$ cat src/rtl/align_fifo_reader_pkg.sv
// rtl/align_fifo_reader_pkg.sv - shared read-side state encodings and skid depth
package align_fifo_reader_pkg;

    localparam logic [1:0] ALIGN_RD_IDLE  = 2'd0;
    localparam logic [1:0] ALIGN_RD_RUN   = 2'd1;
    localparam logic [1:0] ALIGN_RD_DRAIN = 2'd2;
    localparam logic [1:0] ALIGN_RD_DONE  = 2'd3;

    // Skid depth is shared with the write-side blocks of the alignment lane.
    localparam int ALIGN_SKID_D = 2;

endpackage

$ cat src/rtl/align_fifo_reader_skid_buf.sv
// rtl/align_fifo_reader_skid_buf.sv - 2-entry skid buffer between FIFO read data and the array stream
module align_skid_buf
    import align_fifo_reader_pkg::*;
#(
    parameter int W = 8
) (
    input  logic         clk,
    input  logic         reset,
    input  logic         wr_en,
    input  logic [W-1:0] wr_data,
    input  logic         m_ready,
    output logic         m_valid,
    output logic [W-1:0] m_data,
    output logic [1:0]   occ
);

    logic [W-1:0] mem [0:ALIGN_SKID_D-1];
    logic         wr_ptr;
    logic         rd_ptr;
    logic         bypass;
    logic         push;
    logic         pop;

    // An empty buffer presents the arriving FIFO word directly, so a ready
    // array sees one word per cycle; it is stored only if the array stalls.
    assign bypass  = wr_en && (occ == 2'd0);
    assign m_valid = (occ != 2'd0) || wr_en;
    assign m_data  = (occ != 2'd0) ? mem[rd_ptr] : (wr_en ? wr_data : '0);
    assign push    = wr_en && !(bypass && m_ready);
    assign pop     = (occ != 2'd0) && m_ready;

    // Storage write at the tail; contents are qualified by occ so need no reset.
    always_ff @(posedge clk) begin
        if (push) begin
            mem[wr_ptr] <= wr_data;
        end
    end

    // Pointer and occupancy bookkeeping; simultaneous push and pop keep occ.
    always_ff @(posedge clk or posedge reset) begin
        if (reset) begin
            wr_ptr <= 1'b0;
            rd_ptr <= 1'b0;
            occ    <= 2'd0;
        end else begin
            if (push) begin
                wr_ptr <= ~wr_ptr;
            end
            if (pop) begin
                rd_ptr <= ~rd_ptr;
            end
            occ <= occ + {1'b0, push} - {1'b0, pop};
        end
    end

endmodule

$ cat src/rtl/align_fifo_reader.sv
// rtl/align_fifo_reader.sv - alignment FIFO read controller; optional ALIGN_READER_STALL_CNT_EN stall counter
module align_fifo_reader
    import align_fifo_reader_pkg::*;
#(
    parameter int W     = 8,
    parameter int LEN_W = 8
) (
    input  logic             clk,
    input  logic             reset,
    input  logic             start,
    input  logic [LEN_W-1:0] len,
    output logic             busy,
    output logic             done,
    input  logic             fifo_empty,
    output logic             fifo_re,
    input  logic [W-1:0]     fifo_dout,
    output logic             m_valid,
    input  logic             m_ready,
    output logic [W-1:0]     m_data
`ifdef ALIGN_READER_STALL_CNT_EN
    ,
    output logic [15:0]      stall_cnt
`endif
);

    logic [1:0]       state;
    logic [LEN_W-1:0] len_q;
    logic [LEN_W-1:0] issued;
    logic             inflight;
    logic [1:0]       occ;
    logic             credit_ok;

    // A word holds a credit from the cycle after its pop until it leaves the
    // buffer, so two credits bound storage even with the array stalled.
    assign credit_ok = (({1'b0, occ}) + {2'b00, inflight}) < 3'd2;
    assign fifo_re   = (state == ALIGN_RD_RUN) && !fifo_empty &&
                       (issued < len_q) && credit_ok;
    assign busy      = (state == ALIGN_RD_RUN) || (state == ALIGN_RD_DRAIN);
    assign done      = (state == ALIGN_RD_DONE);

    // Burst sequencing: count pops in RUN, wait for the buffer to empty in DRAIN.
    always_ff @(posedge clk or posedge reset) begin
        if (reset) begin
            state  <= ALIGN_RD_IDLE;
            len_q  <= '0;
            issued <= '0;
        end else begin
            case (state)
                ALIGN_RD_IDLE: begin
                    if (start) begin
                        len_q  <= len;
                        issued <= '0;
                        state  <= (len == '0) ? ALIGN_RD_DONE : ALIGN_RD_RUN;
                    end
                end
                ALIGN_RD_RUN: begin
                    if (fifo_re) begin
                        issued <= issued + 1'b1;
                        if (issued == len_q - 1'b1) begin
                            state <= ALIGN_RD_DRAIN;
                        end
                    end
                end
                ALIGN_RD_DRAIN: begin
                    if ((occ == 2'd0) && !inflight) begin
                        state <= ALIGN_RD_DONE;
                    end
                end
                default: begin
                    state <= ALIGN_RD_IDLE;
                end
            endcase
        end
    end

    // Tracks the FIFO's one-cycle registered read latency.
    always_ff @(posedge clk or posedge reset) begin
        if (reset) begin
            inflight <= 1'b0;
        end else begin
            inflight <= fifo_re;
        end
    end

    align_skid_buf #(
        .W(W)
    ) u_skid (
        .clk     (clk),
        .reset   (reset),
        .wr_en   (inflight),
        .wr_data (fifo_dout),
        .m_ready (m_ready),
        .m_valid (m_valid),
        .m_data  (m_data),
        .occ     (occ)
    );

`ifdef ALIGN_READER_STALL_CNT_EN
    // Saturating count of cycles the array holds off a valid word.
    always_ff @(posedge clk or posedge reset) begin
        if (reset) begin
            stall_cnt <= 16'd0;
        end else if ((state == ALIGN_RD_IDLE) && start) begin
            stall_cnt <= 16'd0;
        end else if (m_valid && !m_ready && (stall_cnt != 16'hFFFF)) begin
            stall_cnt <= stall_cnt + 16'd1;
        end
    end
`endif

endmodule

$ cat config.mk
export PLATFORM = sky130hd
export DESIGN_NAME = align_fifo_reader
export DESIGN_NICKNAME = d
export VERILOG_FILES = /design/src/rtl/align_fifo_reader_pkg.sv /design/src/rtl/align_fifo_reader_skid_buf.sv /design/src/rtl/align_fifo_reader.sv
export SDC_FILE = /design/constraint.sdc
export NUM_CORES = 1
export LEC_CHECK = 0
export BUFFER_PORTS_ARGS = -buffer_cell sky130_fd_sc_hd__buf_2
export CAP_MARGIN = 25
export CORE_MARGIN = 10
export CORE_UTILIZATION = 35
export DETAILED_ROUTE_END_ITERATION = 12
export GPL_ROUTABILITY_DRIVEN = 1
export PLACE_DENSITY = 0.62
export SLEW_MARGIN = 20
export SYNTH_ARGS = -nofsm -noshare
export SYNTH_HDL_FRONTEND = slang
export SYNTH_SLANG_ARGS = --single-unit
$ cat constraint.sdc
create_clock -name clk -period 3.3 [get_ports clk]
set_input_delay 0.495 -clock clk [delete_from_list [all_inputs] [get_ports clk]]
set_output_delay 0.495 -clock clk [all_outputs]
set_load 0.03 [all_outputs]
Word level (Yosys, flattened, before mapping). Memory sizes are Yosys's and may differ from the RTL's. Cells that the tools add are included.

Flip-flop bits (word level): 23. Memories kept: 1. Bits in writable memories: 16. Output and inout port bits: 12. Input port bits: 21.

Bitwise operators: 2. $add $sub $neg: 5. Multiplexer cells: 13. Equal/unequal tests: 8. Reduce and logical (&&, ||, !) cells: 21. Magnitude comparators: 2.

Memories: u_skid.mem (depth 2, bits a word 8, rd ports 1, clocked after Yosys merged registers in 0, wr ports 1, RTL line align_fifo_reader_skid_buf.sv:17) `logic [W-1:0] mem [0:ALIGN_SKID_D-1];`.

Operators by type and width (count): 8-bit 2-to-1 mux (4); 8-bit one-hot mux with 2 select lines (1); 2-bit 2-to-1 mux (5); 8-bit by 1-bit adder with 8-bit output, second input constant (1); 8-bit equality test (1); 1-bit logical AND (8); 8-bit logical NOT (1); 8-bit less-than comparator (1); 8-bit by 1-bit subtractor with 8-bit output, second input constant (1); 2-bit one-hot mux with 3 select lines (1); 2-bit equality test, second input constant (2); 2-bit logical NOT (2); 2-bit by 1-bit != test with 1-bit output, second input constant (2); 2-bit != test, second input constant (2); 4-bit AND reduction (1); 2-bit nonzero test (2); 2-bit by 1-bit adder with 3-bit output (1); 1-bit logical NOT (3); 3-bit by 2-bit less-than comparator with 1-bit output, second input constant (1); 3-bit AND reduction (1); 2-bit by 1-bit adder with 2-bit output (1); 2-bit by 1-bit equality test with 1-bit output, second input constant (1); 1-bit logical OR (2); 1-bit 2-to-1 mux (2); other kinds (3) (4).

Longest topological paths before layout.
Word-level depth: 7. Mapped depth: 9. Mapped depth without buffers: 9.

Cells and area by module. A second synthesis with hierarchy kept.

Cell total of the unflattened synthesis: 217. Area, all modules: 2386.0 um^2.

Modules (own cells, without submodules): align_fifo_reader (times used 1, sequential area each 475.5 um^2, cells an instance 152, area an instance 1456.4 um^2); align_skid_buf (times used 1, sequential area each 580.6 um^2, cells an instance 65, area an instance 929.6 um^2).

Worst setup path before layout. OpenSTA, ideal clock, no wires.

Path kind: register -> register. Start point: reg state[1]. End point: reg state[1]. Stages on the path, launching flop included: 10. Library setup time: 128 ps. Buffers on the path: 0. Data arrival time: 2489 ps. Slack: 683 ps. Period minus slack after synthesis: 2617 ps. Path through: dfrtp_1 > inv_1 > ha_1 > or4b_1 > a221oi_1 > o21ai_0 > nor2_2 > nand3_1 > o22ai_2 > mux2_1.

Word-level cells in the longest chain between the ends: 6. Elaborated cells on any way between the ends: 12. Those cells by class: eq/ne: 6; mux: 1; reduce/logical: 5.

Ends and longest elaborated chain: start: declaration (RTL line align_fifo_reader.sv:26) `logic [1:0] state;`; start signal: assignment (RTL line align_fifo_reader.sv:53) `state <= (len == '0) ? ALIGN_RD_DONE : ALIGN_RD_RUN;`; 2-bit by 1-bit equality test with 1-bit output (RTL line align_fifo_reader.sv:36) `assign fifo_re = (state == ALIGN_RD_RUN) && !fifo_empty &&`; 1-bit logical AND (2 in a row) (RTL line align_fifo_reader.sv:36); 1-bit logical AND (RTL line align_fifo_reader.sv:37) `(issued < len_q) && credit_ok;`; net fifo_re (RTL line align_fifo_reader.sv:15) `output logic fifo_re,`; 2-bit != test (no source line); 4-bit AND reduction (no source line).

The timed path passes the listed nets, and every way through them passes these cells. A chain may end at the register's enable or synchronous reset.

Worst setup path after layout.
Start point: reg state[1]. End point: out fifo_re.

Word-level cells in the longest chain between the ends: 4.

Ends and longest elaborated chain (RTL line): 2-bit by 1-bit equality test with 1-bit output (align_fifo_reader.sv:36); 1-bit logical AND (2 in a row) (align_fifo_reader.sv:36); 1-bit logical AND (align_fifo_reader.sv:37); end: declaration (align_fifo_reader.sv:15).

Every way passes these cells.

==> metrics <==
status=completed; Syn Inst Count=205; CTS root buf=clkbuf_8; row count=28; initial antenna violation count=0; dpl hpwl=3.57 mm; Layout area overhead=16.4%; vias in the first global route=1534; number of synthesized flops with an enable pin=16; Antenna diodes=0; first-pass GRT wire length=7.70 mm; routed len/inst=14.4 um; Core Region=6030 um^2; FF-to-FF End=state[1]$_DFFE_PP0P_; CTS Buf Count=5; Avg Cell Area, Syn=10.8 um^2; footprint of the multi-input gates=1080 um^2; TritonCTS clock tree=yes; Net count, final=279; Crit. Startpoint=state[1]$_DFFE_PP0P_; clk sinks=39; First-pass DRT Iterations=4; PortBufs=32; die area=9900 um^2; DP Cell Count=309; startpoint types=register; worst reg2reg setup slack=0.68 ns; Final Hold Fails=0; minimum clock period=2.91 ns; Tot Pwr=1.22 mW; fin crit share=0.881; Synth async-reset ratio=0.590; final instance area=2570 um^2; Worst Setup EP=fifo_re; RSZ-0062 raised after global routing=false; initial DRC count=50; Setup Buffers After CTS=0; worst skew pair latency=0.29 ns; Routed Antenna Nets=0; setup TNS=0 ns; VDD IR-drop max=0.198 mV; routability cong.=0.790; hold_buf cts=0; Main synth FF type=dfrtp_1; die width=99.5 um; WL final=4.58 mm; Syn Nets=242; post-synthesis cell type count=36; Storage cell area=1060 um^2; initial core utilization=0.367; Pins Over Slew Limit=0; r2r startpoint=state[1]$_DFFE_PP0P_; R2R cell count=9; Seq/Total Area, Yosys=0.477; most common cell in the netlist=dfrtp_1; Clk pin slew, worst setup/hold paths=0.08 ns; number of gates resized after cts=0; CP Class=reg -> out; number of max-cap violations=0; Setup violations, final=0; Yosys warnings=0; Synth Cell Area=2210 um^2; Synth area leader=dfrtp_1; total global routing overflow=0; measured slew at the worst slew-check pin=0.729 ns; HP Class=in -> async; Boundary Pins=33; fillers=580; DRC violations left=0; H-tree depth=2; P per Cell Area=476 nW/um^2; CP max FO=6; CP Data Arrival Time=2.41 ns; gr usage total=0.0952; Leakage=1.11 nW; Final Skew=0.00529 ns; vias per cell=4.87; FF+latch count, synth=39; area share of the largest cell type after synthesis=0.260; pin count of the biggest net entering global routing=24; layout cells sized above 1=0.226; routed vias=1550; WP data required=2.80 ns; die height=99.5 um; Peak Freq=344 MHz; Slew HR=0.513; Non-Filler Instances=318; clk buf depth=2; top cells by area, synth=dfrtp_1, edfxtp_1, ha_1; top cells by count, synth=dfrtp_1, edfxtp_1, ha_1, nand3_1; CP Capture Type=primary output; Post-DP Area=2460 um^2; Hold WS=0.185 ns
-- cell families (layout without fill, tap and decap cells) --
kind of cell / count (synthesis) / in the layout / share of synthesized area
xor+xnor: 19 / 19 / 0.0752
flops: 39 / 39 / 0.477
mux: 18 / 18 / 0.0865
simple gates: 63 / 63 / 0.148
compound gates: 31 / 31 / 0.0905
fa+ha+maj: 16 / 16 / 0.0905
buf+inv: 19 / 57 / 0.0322
-- cell usage in the layout (no fill, tap or decap), types with 5 or more instances in the layout --
| cell type | synthesis | final |
|---|---|---|
| dfrtp_1 | 23 | 23 |
| buf_2 | 0 | 32 |
| clkbuf_8 | 0 | 5 |
| o21ai_0 | 13 | 13 |
| mux2_2 | 8 | 8 |
| inv_1 | 15 | 15 |
| mux2i_1 | 9 | 9 |
| edfxtp_1 | 16 | 16 |
| nor2_1 | 15 | 15 |
| xnor2_1 | 9 | 9 |
| nand2_1 | 9 | 9 |
| ha_1 | 16 | 16 |
| nand3_1 | 16 | 16 |
| xor2_1 | 10 | 10 |
| a21oi_1 | 7 | 7 |
-- worst min-delay path by stage --
stage	endpoint	slack, ns	cells after the start
after floorplan	u_skid.wr_ptr$_DFFE_PP0P_	0.46	1
after global placement	u_skid.wr_ptr$_DFFE_PP0P_	0.47	1
after detailed placement	u_skid.wr_ptr$_DFFE_PP0P_	0.48	1
after CTS	u_skid.mem[1][5]$_DFFE_PP_	0.40	1
after global routing	len_q[7]$_DFFE_PP0P_	0.21	2
final	len_q[7]$_DFFE_PP0P_	0.18	2
-- area by class of cell --
cell class,instances,share of cell area
multi-input combinational,147,0.421
sequential,39,0.410
timing repair buffer,34,0.0758
tap,75,0.0364
clock buffer,5,0.0267
inverter,15,0.0219
clock inverter,3,0.00777
-- metrics by stage --
| stage | utilization | setup WS, ns |
|---|---|---|
| final | 0.427 | 0.392 |
| after global routing | 0.427 | 0.152 |
| after CTS | 0.423 | 0.383 |
| after detailed placement | 0.408 | 0.718 |
| after global placement | 0.408 | 0.752 |
| after floorplan | - | 0.683 |
-- state kept, by name, summed over array words and instances (netlist names) --
signal,cells
inflight,1
issued,8
len_q,8
state,2
u_skid.mem,16
u_skid.occ,2
u_skid.rd_ptr,1
u_skid.wr_ptr,1
-- worst max-delay path, cell delays in order (launching register included) --
cell and delay, ns:
dfrtp_1 0.41, inv_1 0.09, ha_1 0.28, or4b_1 0.46
a221oi_1 0.21, o21ai_0 0.19, nor2_2 0.22, buf_2 0.25
-- power by group --
part | internal, mW | total (mW) | switching (mW)
Sequential | 0.525 | 0.567 | 0.0423
Combinational | 0.128 | 0.344 | 0.216
Clock | 0.147 | 0.314 | 0.167
Total | 0.799 | 1.22 | 0.425
-- layer usage --
| layer | track usage | up-vias | part of all wire |
|---|---|---|---|
| met5 | 0 | - | 0 |
| li1 | - | 807 | - |
| met3 | 0.0221 | 8 | 0.030 |
| met4 | 0.0463 | 0 | 0.022 |
| met2 | 0.141 | 24 | 0.45 |
| met1 | 0.126 | 711 | 0.49 |
No activity file was read; power rests on OpenSTA's default activity.
